==> src/rtl/fu_cdb_scheduler_if.sv <==
// FU scheduler bus: issue/done from the RS and FUs, ready/grant/CDB back.
// master = RS/FU side, slave = scheduler side.
interface fu_cdb_scheduler_if #(
    parameter int NUM_FU = 8,
    parameter int CDB_W  = 3,
    parameter int PRW    = 6
);
    logic                    flush;
    logic [NUM_FU-1:0]       fu_issue;
    logic [NUM_FU*PRW-1:0]   fu_dest_pr;
    logic [NUM_FU-1:0]       fu_done;
    logic [NUM_FU-1:0]       fu_ready;
    logic [NUM_FU-1:0]       fu_grant;
    logic [CDB_W-1:0]        cdb_valid;
    logic [CDB_W*PRW-1:0]    cdb_tag;
    logic                    issue_err;

    modport master (
        output flush, fu_issue, fu_dest_pr, fu_done,
        input  fu_ready, fu_grant, cdb_valid, cdb_tag, issue_err
    );

    modport slave (
        input  flush, fu_issue, fu_dest_pr, fu_done,
        output fu_ready, fu_grant, cdb_valid, cdb_tag, issue_err
    );
endinterface

==> src/rtl/fu_cdb_scheduler.sv <==
// FU occupancy tracking and round-robin CDB arbitration.
// FU_SCHED_FAST_DONE_EN: BUSY+done FUs may win the CDB in the same cycle.
module fu_cdb_scheduler #(
    parameter int NUM_FU = 8,
    parameter int CDB_W  = 3,
    parameter int PRW    = 6
) (
    input logic               clock,
    input logic               reset,
    fu_cdb_scheduler_if.slave bus
);
    localparam int PTR_W = $clog2(NUM_FU);
`ifdef FU_SCHED_FAST_DONE_EN
    localparam int NPASS = 2;
`else
    localparam int NPASS = 1;
`endif

    typedef enum logic [1:0] {
        S_IDLE = 2'd0,
        S_BUSY = 2'd1,
        S_WAIT = 2'd2
    } fu_state_e;

    fu_state_e            state_q [NUM_FU];
    fu_state_e            state_d [NUM_FU];
    logic [PRW-1:0]       tag_q   [NUM_FU];
    logic [PRW-1:0]       tag_d   [NUM_FU];
    logic [PTR_W-1:0]     rr_q, rr_d;
    logic [CDB_W-1:0]     valid_q, valid_d;
    logic [CDB_W*PRW-1:0] ctag_q, ctag_d;
    logic                 err_q, err_d;
    logic [NUM_FU-1:0]    ready;
    logic [NUM_FU-1:0]    grant;

    always_comb begin
        for (int i = 0; i < NUM_FU; i++) begin
            ready[i] = (state_q[i] == S_IDLE);
        end
    end

    // Pass 0 scans WAIT FUs; the optional pass 1 fills leftover slots
    // with BUSY FUs whose done is already up.
    always_comb begin
        int               cnt;
        logic [PTR_W-1:0] idx;
        logic             cand;
        grant   = '0;
        valid_d = '0;
        ctag_d  = '0;
        rr_d    = rr_q;
        cnt     = 0;
        idx     = '0;
        cand    = 1'b0;
        for (int p = 0; p < NPASS; p++) begin
            for (int k = 0; k < NUM_FU; k++) begin
                idx  = PTR_W'((int'(rr_q) + k) % NUM_FU);
                cand = (p == 0) ? (state_q[idx] == S_WAIT)
                                : (state_q[idx] == S_BUSY && bus.fu_done[idx]);
                if (!bus.flush && cand && cnt < CDB_W) begin
                    grant[idx] = 1'b1;
                    for (int s = 0; s < CDB_W; s++) begin
                        if (s == cnt) begin
                            valid_d[s]            = 1'b1;
                            ctag_d[s*PRW +: PRW] = tag_q[idx];
                        end
                    end
                    cnt  = cnt + 1;
                    rr_d = PTR_W'((int'(idx) + 1) % NUM_FU);
                end
            end
        end
    end

    always_comb begin
        for (int i = 0; i < NUM_FU; i++) begin
            state_d[i] = state_q[i];
            tag_d[i]   = tag_q[i];
            if (bus.flush) begin
                state_d[i] = S_IDLE;
                tag_d[i]   = '0;
            end else begin
                unique case (state_q[i])
                    S_IDLE: if (bus.fu_issue[i]) begin
                        state_d[i] = S_BUSY;
                        tag_d[i]   = bus.fu_dest_pr[i*PRW +: PRW];
                    end
`ifdef FU_SCHED_FAST_DONE_EN
                    S_BUSY: if (grant[i]) state_d[i] = S_IDLE;
                            else if (bus.fu_done[i]) state_d[i] = S_WAIT;
`else
                    S_BUSY: if (bus.fu_done[i]) state_d[i] = S_WAIT;
`endif
                    S_WAIT: if (grant[i]) state_d[i] = S_IDLE;
                    default: state_d[i] = S_IDLE;
                endcase
            end
        end
        err_d = err_q | (~bus.flush & |(bus.fu_issue & ~ready));
    end

    always_ff @(posedge clock or negedge reset) begin
        if (!reset) begin
            for (int i = 0; i < NUM_FU; i++) begin
                state_q[i] <= S_IDLE;
                tag_q[i]   <= '0;
            end
            rr_q    <= '0;
            valid_q <= '0;
            ctag_q  <= '0;
            err_q   <= 1'b0;
        end else begin
            for (int i = 0; i < NUM_FU; i++) begin
                state_q[i] <= state_d[i];
                tag_q[i]   <= tag_d[i];
            end
            rr_q    <= rr_d;
            valid_q <= valid_d;
            ctag_q  <= ctag_d;
            err_q   <= err_d;
        end
    end

    assign bus.fu_ready  = ready;
    assign bus.fu_grant  = grant;
    assign bus.cdb_valid = valid_q;
    assign bus.cdb_tag   = ctag_q;
    assign bus.issue_err = err_q;
endmodule

==> src/flat_wrapper.sv <==
// flat-port wrapper written by rule: the top's interface ports become plain ports
module fu_cdb_scheduler_flat 
#(
    parameter int NUM_FU = 8,
    parameter int CDB_W  = 3,
    parameter int PRW    = 6
)
  (clock, reset, bus_flush, bus_fu_issue, bus_fu_dest_pr, bus_fu_done, bus_fu_ready, bus_fu_grant, bus_cdb_valid, bus_cdb_tag, bus_issue_err);
  fu_cdb_scheduler_if #(.NUM_FU(NUM_FU), .CDB_W(CDB_W), .PRW(PRW)) bus_i ();
  input logic clock;
  input logic reset;
  input wire logic [$bits(bus_i.flush)-1:0] bus_flush;
  input wire logic [$bits(bus_i.fu_issue)-1:0] bus_fu_issue;
  input wire logic [$bits(bus_i.fu_dest_pr)-1:0] bus_fu_dest_pr;
  input wire logic [$bits(bus_i.fu_done)-1:0] bus_fu_done;
  output wire logic [$bits(bus_i.fu_ready)-1:0] bus_fu_ready;
  output wire logic [$bits(bus_i.fu_grant)-1:0] bus_fu_grant;
  output wire logic [$bits(bus_i.cdb_valid)-1:0] bus_cdb_valid;
  output wire logic [$bits(bus_i.cdb_tag)-1:0] bus_cdb_tag;
  output wire logic [$bits(bus_i.issue_err)-1:0] bus_issue_err;
  assign bus_i.flush = bus_flush;
  assign bus_i.fu_issue = bus_fu_issue;
  assign bus_i.fu_dest_pr = bus_fu_dest_pr;
  assign bus_i.fu_done = bus_fu_done;
  assign bus_fu_ready = bus_i.fu_ready;
  assign bus_fu_grant = bus_i.fu_grant;
  assign bus_cdb_valid = bus_i.cdb_valid;
  assign bus_cdb_tag = bus_i.cdb_tag;
  assign bus_issue_err = bus_i.issue_err;
  fu_cdb_scheduler #(.NUM_FU(NUM_FU), .CDB_W(CDB_W), .PRW(PRW)) u_core (.clock(clock), .reset(reset), .bus(bus_i));
endmodule
==> config.mk <==
export PLATFORM = sky130hd
export DESIGN_NAME = fu_cdb_scheduler_flat
export DESIGN_NICKNAME = d
export VERILOG_FILES = /design/src/rtl/fu_cdb_scheduler_if.sv /design/src/rtl/fu_cdb_scheduler.sv /design/src/flat_wrapper.sv
export SDC_FILE = /design/constraint.sdc
export NUM_CORES = 1
export LEC_CHECK = 0
export ABC_CLOCK_PERIOD_IN_PS = 14000
export CAP_MARGIN = 10
export CORE_UTILIZATION = 49
export CTS_CLUSTER_DIAMETER = 60
export DETAILED_ROUTE_END_ITERATION = 10
export PLACE_DENSITY = 0.74
export SLEW_MARGIN = 20
export SYNTH_ARGS = -nofsm -noshare
export SYNTH_HDL_FRONTEND = slang
export SYNTH_SLANG_ARGS = --single-unit
==> constraint.sdc <==
create_clock -name clock -period 14 [get_ports clock]
set_input_delay 2.8 -clock clock [delete_from_list [all_inputs] [get_ports clock]]
set_output_delay 2.8 -clock clock [all_outputs]
set_load 0.02 [all_outputs]
==> results.py <==
metrics = {
    "outcome": {
        "outcome": "finished, final reports clean",
    },
    "timing": {
        "slew_headroom_pct": 36.68,
        "finClkSkew_ns": 0.01018,
        "hold_slack_ns": 0.4722,
        "rsz0062_at_grt": "no",
        "tightest_slew_ns": 0.9498,
        "worst_slack_ns": 0.7058,
        "period_share_pct": 94.96,
        "final.min_clock_period_ns": 13.29,
        "hold_viol": 0,
        "maxSlewViolCount": 0,
        "fin_setup_tns_ns": 0,
        "setup_violations": 0,
        "max_freq_mhz": 75.22,
    },
    "grt": {
        "grt_use_total_pct": 28.27,
        "grt_max_degree": 85,
        "gr-total-overflow": 0,
        "grt_pass1_vias": 6620,
        "grt_pass1_wl_um": 36560,
        "antenna_found_initial": 0,
    },
    "final_layout": {
        "final_cell_mix": "107 x nor2_1, 102 x clkdlybuf4s50_1, 101 x nand2_1",
        "layout-drive-gt1-share_pct": 13.26,
        "fin_cells": 1159,
        "diodes": 0,
        "finalNetCount": 1034,
        "final_common_cell": "nor2_1",
        "syn_to_final_growth_pct": 18.13,
    },
    "synth": {
        "syn_nets": 965,
        "ys_seq_area_share_pct": 27.28,
        "yosysTopAreaCell": "dfrtp_1",
        "netlist_area_um2": 8165,
        "yosys_warnings": 0,
        "synth.area.top_cells": "dfrtp_1 27%, mux4_2 15%, mux2i_1 12%",
        "synth_compound_area_share_pct": 15.98,
        "ys_seq_elements": 89,
        "synth_top_family_by_area": "multiplexers",
        "synth_cells": 869,
        "syn_area_per_cell_um2": 9.396,
        "ys_types": 78,
        "muxShareOfSynthArea_pct": 28.12,
        "synth-simple-area-share_pct": 18.40,
        "synth_adder_area_share_pct": 4.536,
        "synth_top_area_share_pct": 27.28,
        "synthFlopType": "dfrtp_1",
        "postSynth.asyncResetShare_pct": 100.0,
        "synth_edf_count": 0,
        "synthXorXnorAreaFrac_pct": 1.456,
    },
    "clock_tree": {
        "cts_tree": "yes",
        "clock_path_buffers": 2,
        "clk_pin_slew_ns": 0.07,
        "clkSinkCount": 89,
        "cts_made_buffers": 9,
        "clk_latency_ns": 0.36,
        "cts-htree-levels": 3,
        "cts-root-buf": "clkbuf_16",
    },
    "setup_path": {
        "crit_buf_inv": 6,
        "required_ns": 11.20,
        "cp.depth": 34,
        "crit_family": "compound AO/OA/AOI/OAI gates",
        "worstPathMaxFanout": 15,
        "path_class": "in2out",
        "cp-end-kind": "primary output",
        "reg2regPathDepth": 37,
        "setup.worst_path.start_class": "input pin",
        "r2r_slack_ns": 4.23,
        "max_stage_delay_ns": 0.53,
        "arrival_ns": 10.49,
        "cpMaxStageDelayCell": "clkdlybuf4s50_1",
        "critPathMostFrequentCell": "ha_1",
    },
    "die": {
        "die_w_um": 131.1,
        "ios": 105,
        "die_y_um": 131.1,
        "die-area_um2": 17180,
        "rows": 46,
        "initial_utilization_pct": 50.85,
        "core-area_um2": 16060,
    },
    "place": {
        "place.gp.congestion": 0.9185,
        "dpl.hpwl_um": 17460,
        "dp.cells": 1142,
        "port_buffers": 104,
        "place_worst_setup_slack_ns": 0.5308,
    },
    "route": {
        "drt_iter0_markers": 862,
        "ant_nets": 0,
        "vias_per_cell": 6.301,
        "drc": 0,
        "routedWlPerCell_um": 19.79,
        "firstDrtPassIters": 5,
        "wirelength_um": 22940,
        "vias": 7303,
    },
    "worst_hold_path": {
        "holdPathStages": 1,
        "hold_class": "reg2reg",
    },
    "power_and_ir_drop": {
        "p_total_mw": 1.676,
        "powerDensity_nw_per_um2": 173.8,
        "leakage_nw": 4.060,
        "peakVddDrop_v": 0.00008694,
    },
    "flow_run": {
        "maxCapViolCount": 0,
    },
}
cell type report:
| class | instances | area [um2] |
|---|---|---|
| well taps | 216 | 270.3 |
| fillers | 1384 | 6412 |
| clock inverters | 7 | 76.32 |
| clock buffers | 9 | 225.2 |
| inverters | 22 | 82.58 |
| multi-input cells | 697 | 5610 |
| flip-flops and latches | 89 | 2231 |
| repair buffers | 119 | 1150 |
state kept, by name (all words and copies together), names as in the netlist:
signal                count
u_core.bus.cdb_valid      3
u_core.bus.cdb_tag       18
u_core.tag_q             48
u_core.bus.issue_err      1
u_core.rr_q               3
u_core.state_q           16
report_power, final:
group	internal (mW)	leakage, nW	switching, mW	total, mW
clock	0.128	0.149	0.125	0.253
combinational	0.461	2.72	0.629	1.09
sequential	0.287	1.19	0.0464	0.333
total	0.876	4.06	0.801	1.68
timing repair:
action                     in CTS  in global routing
gates resized for setup         0                  4
hold buffers                    0                  0
setup endpoints to repair       0                  8
hold endpoints to repair        0                  0
setup buffers                   0                  1
cells by family after synthesis:
kind of cell | Yosys count
AOI/OAI and AO/OA | 177
xor gates and xnor gates | 11
adders and majority gates | 29
buffers and inverters | 83
DFF | 89
muxes | 162
other | 1
and+or+nand+nor | 317
worst paths after layout:
path,startpoint,endpoint
worst max-delay path,bus_flush,bus_fu_grant[6]
worst min-delay path,u_core.bus.issue_err,u_core.bus.issue_err
worst max register to register,u_core.rr_q[0],u_core.state_q[9]
worst min register to register,u_core.bus.issue_err,u_core.bus.issue_err
max in group asynchronous,reset,u_core.rr_q[0]
min in group asynchronous,reset,u_core.bus.cdb_tag[10]
Yosys cell counts (3+ instances only):
cell,count
nor2b_1,10
nand2_1,101
nand2b_1,9
inv_1,19
a31oi_1,6
and2_1,12
mux4_2,53
nand3_1,27
o21ai_0,54
o21a_1,5
dfrtp_1,89
o31ai_1,10
a2111oi_0,7
buf_1,12
a221oi_2,3
o22a_1,4
a21oi_1,27
o41ai_1,4
mux2_2,9
a221oi_1,4
nor2_1,107
and3_1,5
a211oi_1,6
a22o_1,4
and4b_1,3
buf_4,4
nor3_1,7
ha_1,28
nand4_1,9
nor4bb_1,5
o221ai_1,12
o22ai_1,3
or2_1,3
a221o_1,3
nor4b_1,3
mux2i_1,100
xnor2_1,8
o211ai_1,5
inv_2,3
clkbuf_1,38
buf_2,6
routing by layer:
metal,share of wire [%],up-vias,GRT usage [%],wire [um]
li1,-,3396,-,-
met1,46,3529,42.62,10530
met2,44,340,40.65,10110
met3,7.6,38,5.114,1744
met4,2.4,0,9.466,548
met5,0,-,0,0
through the flow:
stage	utilization, %	area [um2]
finish	60.07	9646
global route	60.07	9646
CTS	59.91	9620
detailed placement	58.03	9319
global placement	58.03	9319
floorplan	-	8165
Power figures use the tool's default switching activity.
